==> src/rtl/ps2_pkg.sv <==
// Shared types and constants for the PS/2 mouse position receiver.
// Holds the FSM encodings, byte-0 field positions and the saturating position update.
package ps2_pkg;

    localparam int FRAME_W  = 8;

    localparam int BTN_L    = 0;
    localparam int BTN_M    = 2;
    localparam int SYNC_BIT = 3;
    localparam int XSIGN    = 4;
    localparam int YSIGN    = 5;
    localparam int XOVF     = 6;
    localparam int YOVF     = 7;

    typedef enum logic [1:0] {
        RX_IDLE,
        RX_DATA,
        RX_PARITY,
        RX_STOP
    } rx_state_t;

    typedef enum logic [1:0] {
        PKT_B0,
        PKT_B1,
        PKT_B2
    } pkt_state_t;

    // pos + delta in 10-bit signed arithmetic, clamped to the 0..255 range.
    function automatic logic [FRAME_W-1:0] clamp_add(input logic [FRAME_W-1:0] pos,
                                                     input logic [FRAME_W:0]   delta);
        logic [FRAME_W+1:0] sum;
        sum = {2'b00, pos} + {delta[FRAME_W], delta};
        if (sum[FRAME_W+1])
            return '0;
        else if (sum[FRAME_W])
            return '1;
        else
            return sum[FRAME_W-1:0];
    endfunction

endpackage

==> src/rtl/ps2_rx_byte.sv <==
// PS/2 device-to-host byte receiver: input synchronizers, falling-edge detect,
// 11-bit frame FSM and inactivity timeout.
//
//   state     | meaning
//   ----------+-----------------------------------------------
//   RX_IDLE   | waiting for a start bit (sampled 0)
//   RX_DATA   | shifting in 8 data bits, LSB first
//   RX_PARITY | sampling the odd-parity bit
//   RX_STOP   | sampling the stop bit; accept or discard byte
module ps2_rx_byte
    import ps2_pkg::*;
#(
    parameter int TIMEOUT_CYCLES = 100000
) (
    input  logic               clock,
    input  logic               reset,
    input  logic               ps2_clk,
    input  logic               ps2_data,
    input  logic               pkt_busy,
    output logic [FRAME_W-1:0] rx_byte,
    output logic               rx_valid,
    output logic               rx_err
);

    localparam int TW = $clog2(TIMEOUT_CYCLES + 1);

    logic              clk_m, clk_s, clk_p;
    logic              dat_m, dat_s;
    logic              fall;
    logic              active;
    logic              timeout;
    logic [TW-1:0]     tmr;
    logic [2:0]        bit_cnt;
    logic [FRAME_W-1:0] shreg;
    logic              par_ok;
    rx_state_t         state, state_nxt;

    always_ff @(posedge clock) begin
        if (reset) begin
            clk_m <= 1'b1;
            clk_s <= 1'b1;
            clk_p <= 1'b1;
            dat_m <= 1'b1;
            dat_s <= 1'b1;
        end else begin
            clk_m <= ps2_clk;
            clk_s <= clk_m;
            clk_p <= clk_s;
            dat_m <= ps2_data;
            dat_s <= dat_m;
        end
    end

    assign fall   = clk_p & ~clk_s;
    assign active = (state != RX_IDLE) | pkt_busy;
    // Down-counter reloaded by every edge; reaching 1 means TIMEOUT_CYCLES quiet cycles.
    assign timeout = active & ~fall & (tmr == TW'(1));

    always_ff @(posedge clock) begin
        if (reset)
            state <= RX_IDLE;
        else
            state <= state_nxt;
    end

    always_comb begin
        state_nxt = state;
        if (timeout) begin
            state_nxt = RX_IDLE;
        end else if (fall) begin
            case (state)
                RX_IDLE:   if (!dat_s) state_nxt = RX_DATA;
                RX_DATA:   if (bit_cnt == 3'd7) state_nxt = RX_PARITY;
                RX_PARITY: state_nxt = RX_STOP;
                RX_STOP:   state_nxt = RX_IDLE;
                default:   state_nxt = RX_IDLE;
            endcase
        end
    end

    always_ff @(posedge clock) begin
        if (reset) begin
            tmr      <= TW'(TIMEOUT_CYCLES);
            bit_cnt  <= '0;
            shreg    <= '0;
            par_ok   <= 1'b0;
            rx_byte  <= '0;
            rx_valid <= 1'b0;
            rx_err   <= 1'b0;
        end else begin
            rx_valid <= 1'b0;
            rx_err   <= timeout;

            if (fall || !active || timeout)
                tmr <= TW'(TIMEOUT_CYCLES);
            else
                tmr <= tmr - TW'(1);

            if (fall) begin
                case (state)
                    RX_IDLE: bit_cnt <= '0;
                    RX_DATA: begin
                        shreg   <= {dat_s, shreg[FRAME_W-1:1]};
                        bit_cnt <= bit_cnt + 3'd1;
                    end
                    RX_PARITY: par_ok <= ^{dat_s, shreg};
                    RX_STOP: begin
                        if (par_ok && dat_s) begin
                            rx_valid <= 1'b1;
                            rx_byte  <= shreg;
                        end else begin
                            rx_err <= 1'b1;
                        end
                    end
                    default: ;
                endcase
            end
        end
    end

endmodule

==> src/rtl/ps2_mouse_position.sv <==
// PS/2 mouse packet decoder: assembles 3-byte movement packets and keeps
// saturating 8-bit absolute X/Y positions plus the button state.
//
//   state  | meaning
//   -------+------------------------------------------------
//   PKT_B0 | expecting flags byte (bit3 must be 1 to sync)
//   PKT_B1 | expecting dx[7:0]
//   PKT_B2 | expecting dy[7:0]; acceptance updates outputs
module ps2_mouse_position
    import ps2_pkg::*;
#(
    parameter int                 TIMEOUT_CYCLES = 100000,
    parameter logic [FRAME_W-1:0] X_INIT         = 8'h80,
    parameter logic [FRAME_W-1:0] Y_INIT         = 8'h80
) (
    input  logic               clock,
    input  logic               reset,
    input  logic               ps2_clk,
    input  logic               ps2_data,
    output logic [FRAME_W-1:0] XPosition,
    output logic [FRAME_W-1:0] YPosition,
    output logic [2:0]         buttons,
    output logic               packet_valid,
    output logic               frame_error
);

    logic [FRAME_W-1:0] rx_byte;
    logic               rx_valid;
    logic               rx_err;
    logic [FRAME_W-1:0] byte0, byte1;
    logic [FRAME_W:0]   dx, dy;
    pkt_state_t         pkt_state, pkt_nxt;

    ps2_rx_byte #(
        .TIMEOUT_CYCLES(TIMEOUT_CYCLES)
    ) u_rx (
        .clock    (clock),
        .reset    (reset),
        .ps2_clk  (ps2_clk),
        .ps2_data (ps2_data),
        .pkt_busy (pkt_state != PKT_B0),
        .rx_byte  (rx_byte),
        .rx_valid (rx_valid),
        .rx_err   (rx_err)
    );

    always_ff @(posedge clock) begin
        if (reset)
            pkt_state <= PKT_B0;
        else
            pkt_state <= pkt_nxt;
    end

    always_comb begin
        pkt_nxt = pkt_state;
        if (rx_err) begin
            pkt_nxt = PKT_B0;
        end else if (rx_valid) begin
            case (pkt_state)
                PKT_B0:  if (rx_byte[SYNC_BIT]) pkt_nxt = PKT_B1;
                PKT_B1:  pkt_nxt = PKT_B2;
                PKT_B2:  pkt_nxt = PKT_B0;
                default: pkt_nxt = PKT_B0;
            endcase
        end
    end

    // dy comes straight from the byte being accepted; overflowed axes contribute nothing.
    assign dx = byte0[XOVF] ? '0 : {byte0[XSIGN], byte1};
    assign dy = byte0[YOVF] ? '0 : {byte0[YSIGN], rx_byte};

    always_ff @(posedge clock) begin
        if (reset) begin
            byte0        <= '0;
            byte1        <= '0;
            XPosition    <= X_INIT;
            YPosition    <= Y_INIT;
            buttons      <= '0;
            packet_valid <= 1'b0;
            frame_error  <= 1'b0;
        end else begin
            packet_valid <= 1'b0;
            frame_error  <= 1'b0;
            if (rx_err) begin
                frame_error <= 1'b1;
            end else if (rx_valid) begin
                case (pkt_state)
                    PKT_B0: begin
                        if (rx_byte[SYNC_BIT])
                            byte0 <= rx_byte;
                        else
                            frame_error <= 1'b1;
                    end
                    PKT_B1: byte1 <= rx_byte;
                    PKT_B2: begin
                        buttons      <= byte0[BTN_M:BTN_L];
                        XPosition    <= clamp_add(XPosition, dx);
                        YPosition    <= clamp_add(YPosition, dy);
                        packet_valid <= 1'b1;
                    end
                    default: ;
                endcase
            end
        end
    end

endmodule

==> config.mk <==
export PLATFORM = sky130hd
export DESIGN_NAME = ps2_mouse_position
export DESIGN_NICKNAME = d
export VERILOG_FILES = /design/src/rtl/ps2_pkg.sv /design/src/rtl/ps2_rx_byte.sv /design/src/rtl/ps2_mouse_position.sv
export SDC_FILE = /design/constraint.sdc
export NUM_CORES = 1
export LEC_CHECK = 0
export ABC_AREA = 1
export BUFFER_PORTS_ARGS = -buffer_cell sky130_fd_sc_hd__buf_4
export CAP_MARGIN = 0
export CORE_MARGIN = 2
export CORE_UTILIZATION = 30
export DETAILED_ROUTE_END_ITERATION = 6
export GPL_TIMING_DRIVEN = 0
export PLACE_DENSITY = 0.49
export RECOVER_POWER = 100
export SYNTH_ARGS = -nofsm -noshare
export SYNTH_HDL_FRONTEND = slang
export SYNTH_HIERARCHICAL = 1
export SYNTH_SLANG_ARGS = --single-unit
==> constraint.sdc <==
create_clock -name clock -period 4.2 [get_ports clock]
set_clock_uncertainty 0.1 [all_clocks]
set_input_delay 0.63 -clock clock [delete_from_list [all_inputs] [get_ports clock]]
set_output_delay 0.63 -clock clock [all_outputs]
set_load 0.01 [all_outputs]
======== Word-level counts from Yosys, hierarchy flattened ========
Index checks and enable logic that the tools add are counted.
operators by class
  add/sub/neg operators ................... 4
  reductions and logical operators ........ 24
  muxes and demuxes ....................... 21
  bitwise logic cells ..................... 9
  equality and inequality tests ........... 10
operators by type and width
  cell                                                    count
  2-to-1 mux 8 bit                                        4
  adder 9 x 9 -> 10 bit                                   2
  2-to-1 mux 9 bit                                        2
  equality test 17 x 1 -> 1 bit (second input constant)   1
  subtractor 17 x 1 -> 17 bit (second input constant)     1
  AND reduction 3 bit                                     4
  2-to-1 mux 1 bit                                        9
  XOR reduction 9 bit                                     1
  case mux 2 bit (4 select lines)                         1
  AND reduction 2 bit                                     4
  equality test 2 bit (second input constant)             3
  2-to-1 mux 2 bit                                        3
  case mux 3 bit (2 select lines)                         1
  nonzero test 2 bit                                      3
  OR reduction 2 bit                                      3
  OR reduction 3 bit                                      2
  inverter 1 bit                                          5
  equality test 2 x 1 -> 1 bit (second input constant)    2
  zero test 2 bit                                         2
  inequality test 2 x 1 -> 1 bit (second input constant)  2
  case mux 2 bit (2 select lines)                         1
  AND reduction 4 bit                                     1
  adder 3 x 1 -> 3 bit (second input constant)            1
  AND 1 bit                                               3
  other kinds (6)                                         7
storage, ports and cells
  input port bits ......................... 4
  logic and storage cells ................. 89
  register bits after elaboration ......... 85

======== Depth between registers and ports, before layout ========
  depth in word-level cells ............... 8
  depth in mapped cells ................... 13
  gate-level depth less buffers ........... 13

======== By module ========
Netlist, hierarchy kept.
by module, submodules not included
  module              cells each  area each (sq um)  seq. area each (sq um)  instances
  ps2_mouse_position  358         2347.3             760.7                   1
  ps2_rx_byte         270         2179.6             920.9                   1

======== Least setup slack after synthesis ========
Ideal clock, no wire load.
  path kind ............................... reg2reg
  start ................................... reg byte0[7]
  end ..................................... reg YPosition[0]
  data arrival time ....................... 1.758 ns
  stages on the path, launching flop included .. 13
  clock period less this slack ............ 1.990 ns
  setup time .............................. 0.132 ns
  path slack .............................. 2.210 ns
  cells stage by stage .................... dfxtp_1 -> buf_2 -> nor2_1 -> ha_1 -> fa_1 -> nand3_1 -> nand2_1 -> nand2_1 -> nand3_1 -> nand2_1 -> nand2_1 -> nand2_1 -> a21oi_1
between the ends
  word-level cells in the longest chain between the ends .. 4
ends and longest elaborated chain
  element                   RTL line                  source
  start: declaration        ps2_mouse_position.sv:30  logic [FRAME_W-1:0] byte0, byte1;
  start signal: assignment  ps2_mouse_position.sv:90  byte0 <= rx_byte;
  2-to-1 mux 9 bit *        ps2_mouse_position.sv:70  assign dy = byte0[YOVF] ? '0 : {byte0[YSIGN], rx_byte};
  adder 9 x 9 -> 10 bit *   ps2_pkg.sv:32             sum = {2'b00, pos} + {delta[FRAME_W], delta};
  2-to-1 mux 8 bit          ps2_pkg.sv:35             else if (sum[FRAME_W])
  2-to-1 mux 8 bit *        ps2_pkg.sv:33             if (sum[FRAME_W+1])
  end signal: assignment    ps2_mouse_position.sv:98  YPosition <= clamp_add(YPosition, dy);
  end: declaration          ps2_mouse_position.sv:21  output logic [FRAME_W-1:0] YPosition,
Every way passes the cells marked *; elsewhere a longest branch is shown, timed or not.
A chain may end at the register's enable or synchronous reset.

======== Final worst setup path ========
  start ................................... reg byte0[7]
  end ..................................... reg YPosition[3]
Same word-level chain as after synthesis.

==> results.md <==
- Final hold viol count: 0
- Std cell rows: 44
- Critical-path cell with the highest stage delay: sky130_fd_sc_hd__fa_1
- Critical path launch point type: register
- Final Setup Violations: 0
- Sum Neg Setup Slack: 0 ns
- Cell class contributing the biggest share of worst-path delay: simple AND/OR/NAND/NOR gates
- # IOs: 25
- Data arrival time at the worst-slack endpoint: 2.68 ns
- Post-Synthesis Mean Instance Area: 7.208 µm²
- Die outline height: approximately 130 µm
- Net count of the mapped netlist: 659
- Count of flip-flops with a built-in enable after synthesis: 0
- Launch instance of the worst register-to-register path: byte0[7]$_SDFFE_PP0P_
- Maximum number of pins on one net before global-route repair: 14
- Clock transition at path regs: 0.06 ns
- Count of final max-slew check failures: 0
- Share of the clock period used by the worst path: 0.5964
- Share of the yosys chip area belonging to registers: 0.3715
- Wire length of the first global-routing pass: 17040 µm
- Area of the mapped netlist: 4527 µm²
- Vias post-DR: 3848
- Status: complete, no violations
- Number of gates given a new drive strength after cts: 0
- Fraction of final layout cells sized beyond drive strength 1: 0.08683
- Share of flip-flops with an asynchronous set or reset after synthesis: 0
- Vias in the first global route: roughly 3600
- Width of the die: between 100 and 150 µm
- CTS root buf: sky130_fd_sc_hd__clkbuf_16
- Synth warnings: 6
- Power density of the placed cells: 325.1 nW/µm²
- Maximum capacitance violations: 0
- Gate Count Post-Synth: 628
- GRT Util Overall: 0.1320
- Routed Antenna Nets: 0
- Share of the synthesized area in the top cell type: 0.3715
- Layout Nets: 694
- #FFs+latches synth: 84
- Post-Layout Cell Count: 852
- Placed instance count: 836
- Die area: 16090 µm²
- Number of distinct standard cells referenced by the synthesized netlist: 35
- Pin slew with the least headroom to its limit: 0.6962 ns
- Detailed Routing Iterations Pass 1: 4
- WL per Instance: 11.75 µm
- Hold buffers post-CTS: 0
- Power, Total: 1645 µW
- Number of buffers and inverters on the critical path: 1
- Startpoint of the lowest-slack hold path: u_rx/dat_m$_SDFF_PP1_
- Commonest register cell after synthesis: sky130_fd_sc_hd__dfxtp_1
- Fill cell total of the finished layout: 1605
- DRC violation count after routing: 0
- Unrepaired setup endpoints after global routing: false
- Signed area change from the synthesized netlist to the final layout: 11.80%
- Initial Util: 0.3091
- Setup slack, reg-to-reg: 1.70 ns
- Largest cells by area after synthesis: sky130_fd_sc_hd__dfxtp_1, sky130_fd_sc_hd__nand2_1, sky130_fd_sc_hd__inv_1
- Remaining global-route overflow: 0
- Cell-by-cell listing of the critical path: clkbuf_1 > nor2_1 > ha_1 > fa_1 > nand3_1 > nand2_1 > nand2_1 > nand2_1 > nand2_1 > nand2_1 > nand2_1 > nand2_1 > a21oi_1
- Shortest period the worst path allows: 2.505 ns
- Setup crit end kind: register
- Worst reg2reg path endpoint: YPosition[3]$_SDFFE_PP0P_
- Antenna violations before repair: 0
- Leak pwr: between 0.002 and 0.0025 µW
- Total detailed-routing wirelength: approximately 10000 µm
- Delay of the slowest cell on the worst path: between 0.4 and 0.5 ns
- Final estimated routing congestion in global placement: 0.8260
- Area of the core: 14640 µm²
- Antenna diode count: 0
- Synth cell count leaders: sky130_fd_sc_hd__nand2_1, sky130_fd_sc_hd__inv_1, sky130_fd_sc_hd__dfxtp_1
- Biggest area consumer among synthesized cells: sky130_fd_sc_hd__dfxtp_1
- Max Clock Freq: 399.2 MHz
- HP Class: register to register
- Clock tree sinks: between 80 and 90
- Largest voltage drop on the vdd net: 0.0001880 V
- Buffer levels on the longest clock path: 2
- Worst setup path start: byte0[7]$_SDFFE_PP0P_
- CTS tree: built
- Worst slew margin relative to its limit: 0.5359
- Drt via density: 4.516
- DRT iter0 DRCs: 187
- Worst hold endpoint: u_rx/dat_s$_SDFF_PP1_
- Buffers inserted by post-CTS timing repair: 0
- Input/output buffers: 24
- R2r worst-path depth: 13
- Data required time at the worst endpoint: 4.37 ns
- Class of the most critical setup path: register to register
- Clock latency on the worst-skew pair: 0.34 ns
- Crit-path max FO: 10
- Maximum level of the CTS H-tree: 3
- Cell with the most instances after synthesis: sky130_fd_sc_hd__nand2_1
- Clock buffer count from CTS: 9
- Estimated wirelength of the detail-placed design: 7562 µm
- Hold path depth: 1
- Most used cell along the critical path: sky130_fd_sc_hd__nand2_1
-- sequential cells by signal (all words and copies together) (netlist names), 2 cells and up --
signal / count
byte1: 8
byte0: 7
u_rx/state: 2
pkt_state: 2
XPosition: 8
u_rx/shreg: 8
u_rx/tmr: 17
YPosition: 8
buttons: 3
u_rx/rx_byte: 8
u_rx/bit_cnt: 3
-- how the worst max path moves through the flow --
stage | endpoint | slack (ns) | cells past startpoint
floorplan | YPosition[0]$_SDFFE_PP0P_ | 2.21 | 12
global placement | YPosition[2]$_SDFFE_PP0P_ | 1.90 | 12
detailed placement | YPosition[3]$_SDFFE_PP0P_ | 1.88 | 13
CTS | YPosition[3]$_SDFFE_PP0P_ | 1.86 | 13
global route | YPosition[6]$_SDFFE_PP0P_ | 1.45 | 13
finish | YPosition[3]$_SDFFE_PP0P_ | 1.70 | 13
-- worst register-to-register path: cells and delay by family, from the launching register on --
kind	cells	cell delay, ns
AOI/OAI and AO/OA	1	0.12
DFF	1	0.31
adders and majority gates	2	0.65
buffers and inverters	1	0.33
and+or+nand+nor	9	0.93
-- metrics by stage --
stage	worst slack, ns	utilization	hold slack, ns	area [µm²]
after detailed placement	1.880	0.3372	0.3014	4937
final	1.695	0.3456	0.3098	5061
after floorplan	2.210	-	0.2895	4527
after global placement	1.905	0.3372	0.2958	4937
after CTS	1.858	0.3579	0.3160	5241
after global routing	1.447	0.3456	0.3301	5061
-- logic make-up after synthesis --
kind of cell               count (synthesis)  synth area share
AOI/OAI and AO/OA                        112            0.1329
and+or+nand+nor                          282            0.2891
xor gates and xnor gates                  16           0.03096
buffers and inverters                    107           0.09757
adders and majority gates                 27           0.07794
DFF                                       84            0.3715
-- area by class of cell --
| class | instances | area (µm²) | share of cell area |
|---|---|---|---|
| clock buffer | 12 | 256.5 | 0.05068 |
| inverter | 92 | 345.3 | 0.06823 |
| clock inverter | 4 | 47.55 | 0.009394 |
| buffer | 15 | 63.81 | 0.01261 |
| tap | 184 | 230.2 | 0.04549 |
| timing repair buffer | 24 | 97.59 | 0.01928 |
| sequential | 84 | 1682 | 0.3323 |
| multi-input combinational | 437 | 2338 | 0.4621 |
-- routing by layer --
metal  vias up  track usage  part of all wire
li1       2062            -                 -
met5         -            0                 0
met2        54       0.2097              0.44
met1      1723       0.1704              0.51
met3         9      0.03501             0.034
met4         0      0.05365             0.015
-- cells in the final DEF (no fill, tap or decap), types with 9 or more instances in the layout --
cell type,n
sky130_fd_sc_hd__nand3_1,27
sky130_fd_sc_hd__inv_1,89
sky130_fd_sc_hd__dfxtp_1,84
sky130_fd_sc_hd__clkbuf_16,9
sky130_fd_sc_hd__nand2_1,156
sky130_fd_sc_hd__clkbuf_1,37
sky130_fd_sc_hd__a21oi_1,66
sky130_fd_sc_hd__nor2_2,9
sky130_fd_sc_hd__xnor2_1,10
sky130_fd_sc_hd__nor2_1,52
sky130_fd_sc_hd__ha_1,25
sky130_fd_sc_hd__o21ai_0,42
-- power by group --
group,switching [µW],total [µW],internal [µW]
clock,325,816,491
sequential,1.81,801,799
combinational,19.5,27.8,8.26
total,346,1650,1300
(Power assumes the default switching activity.)
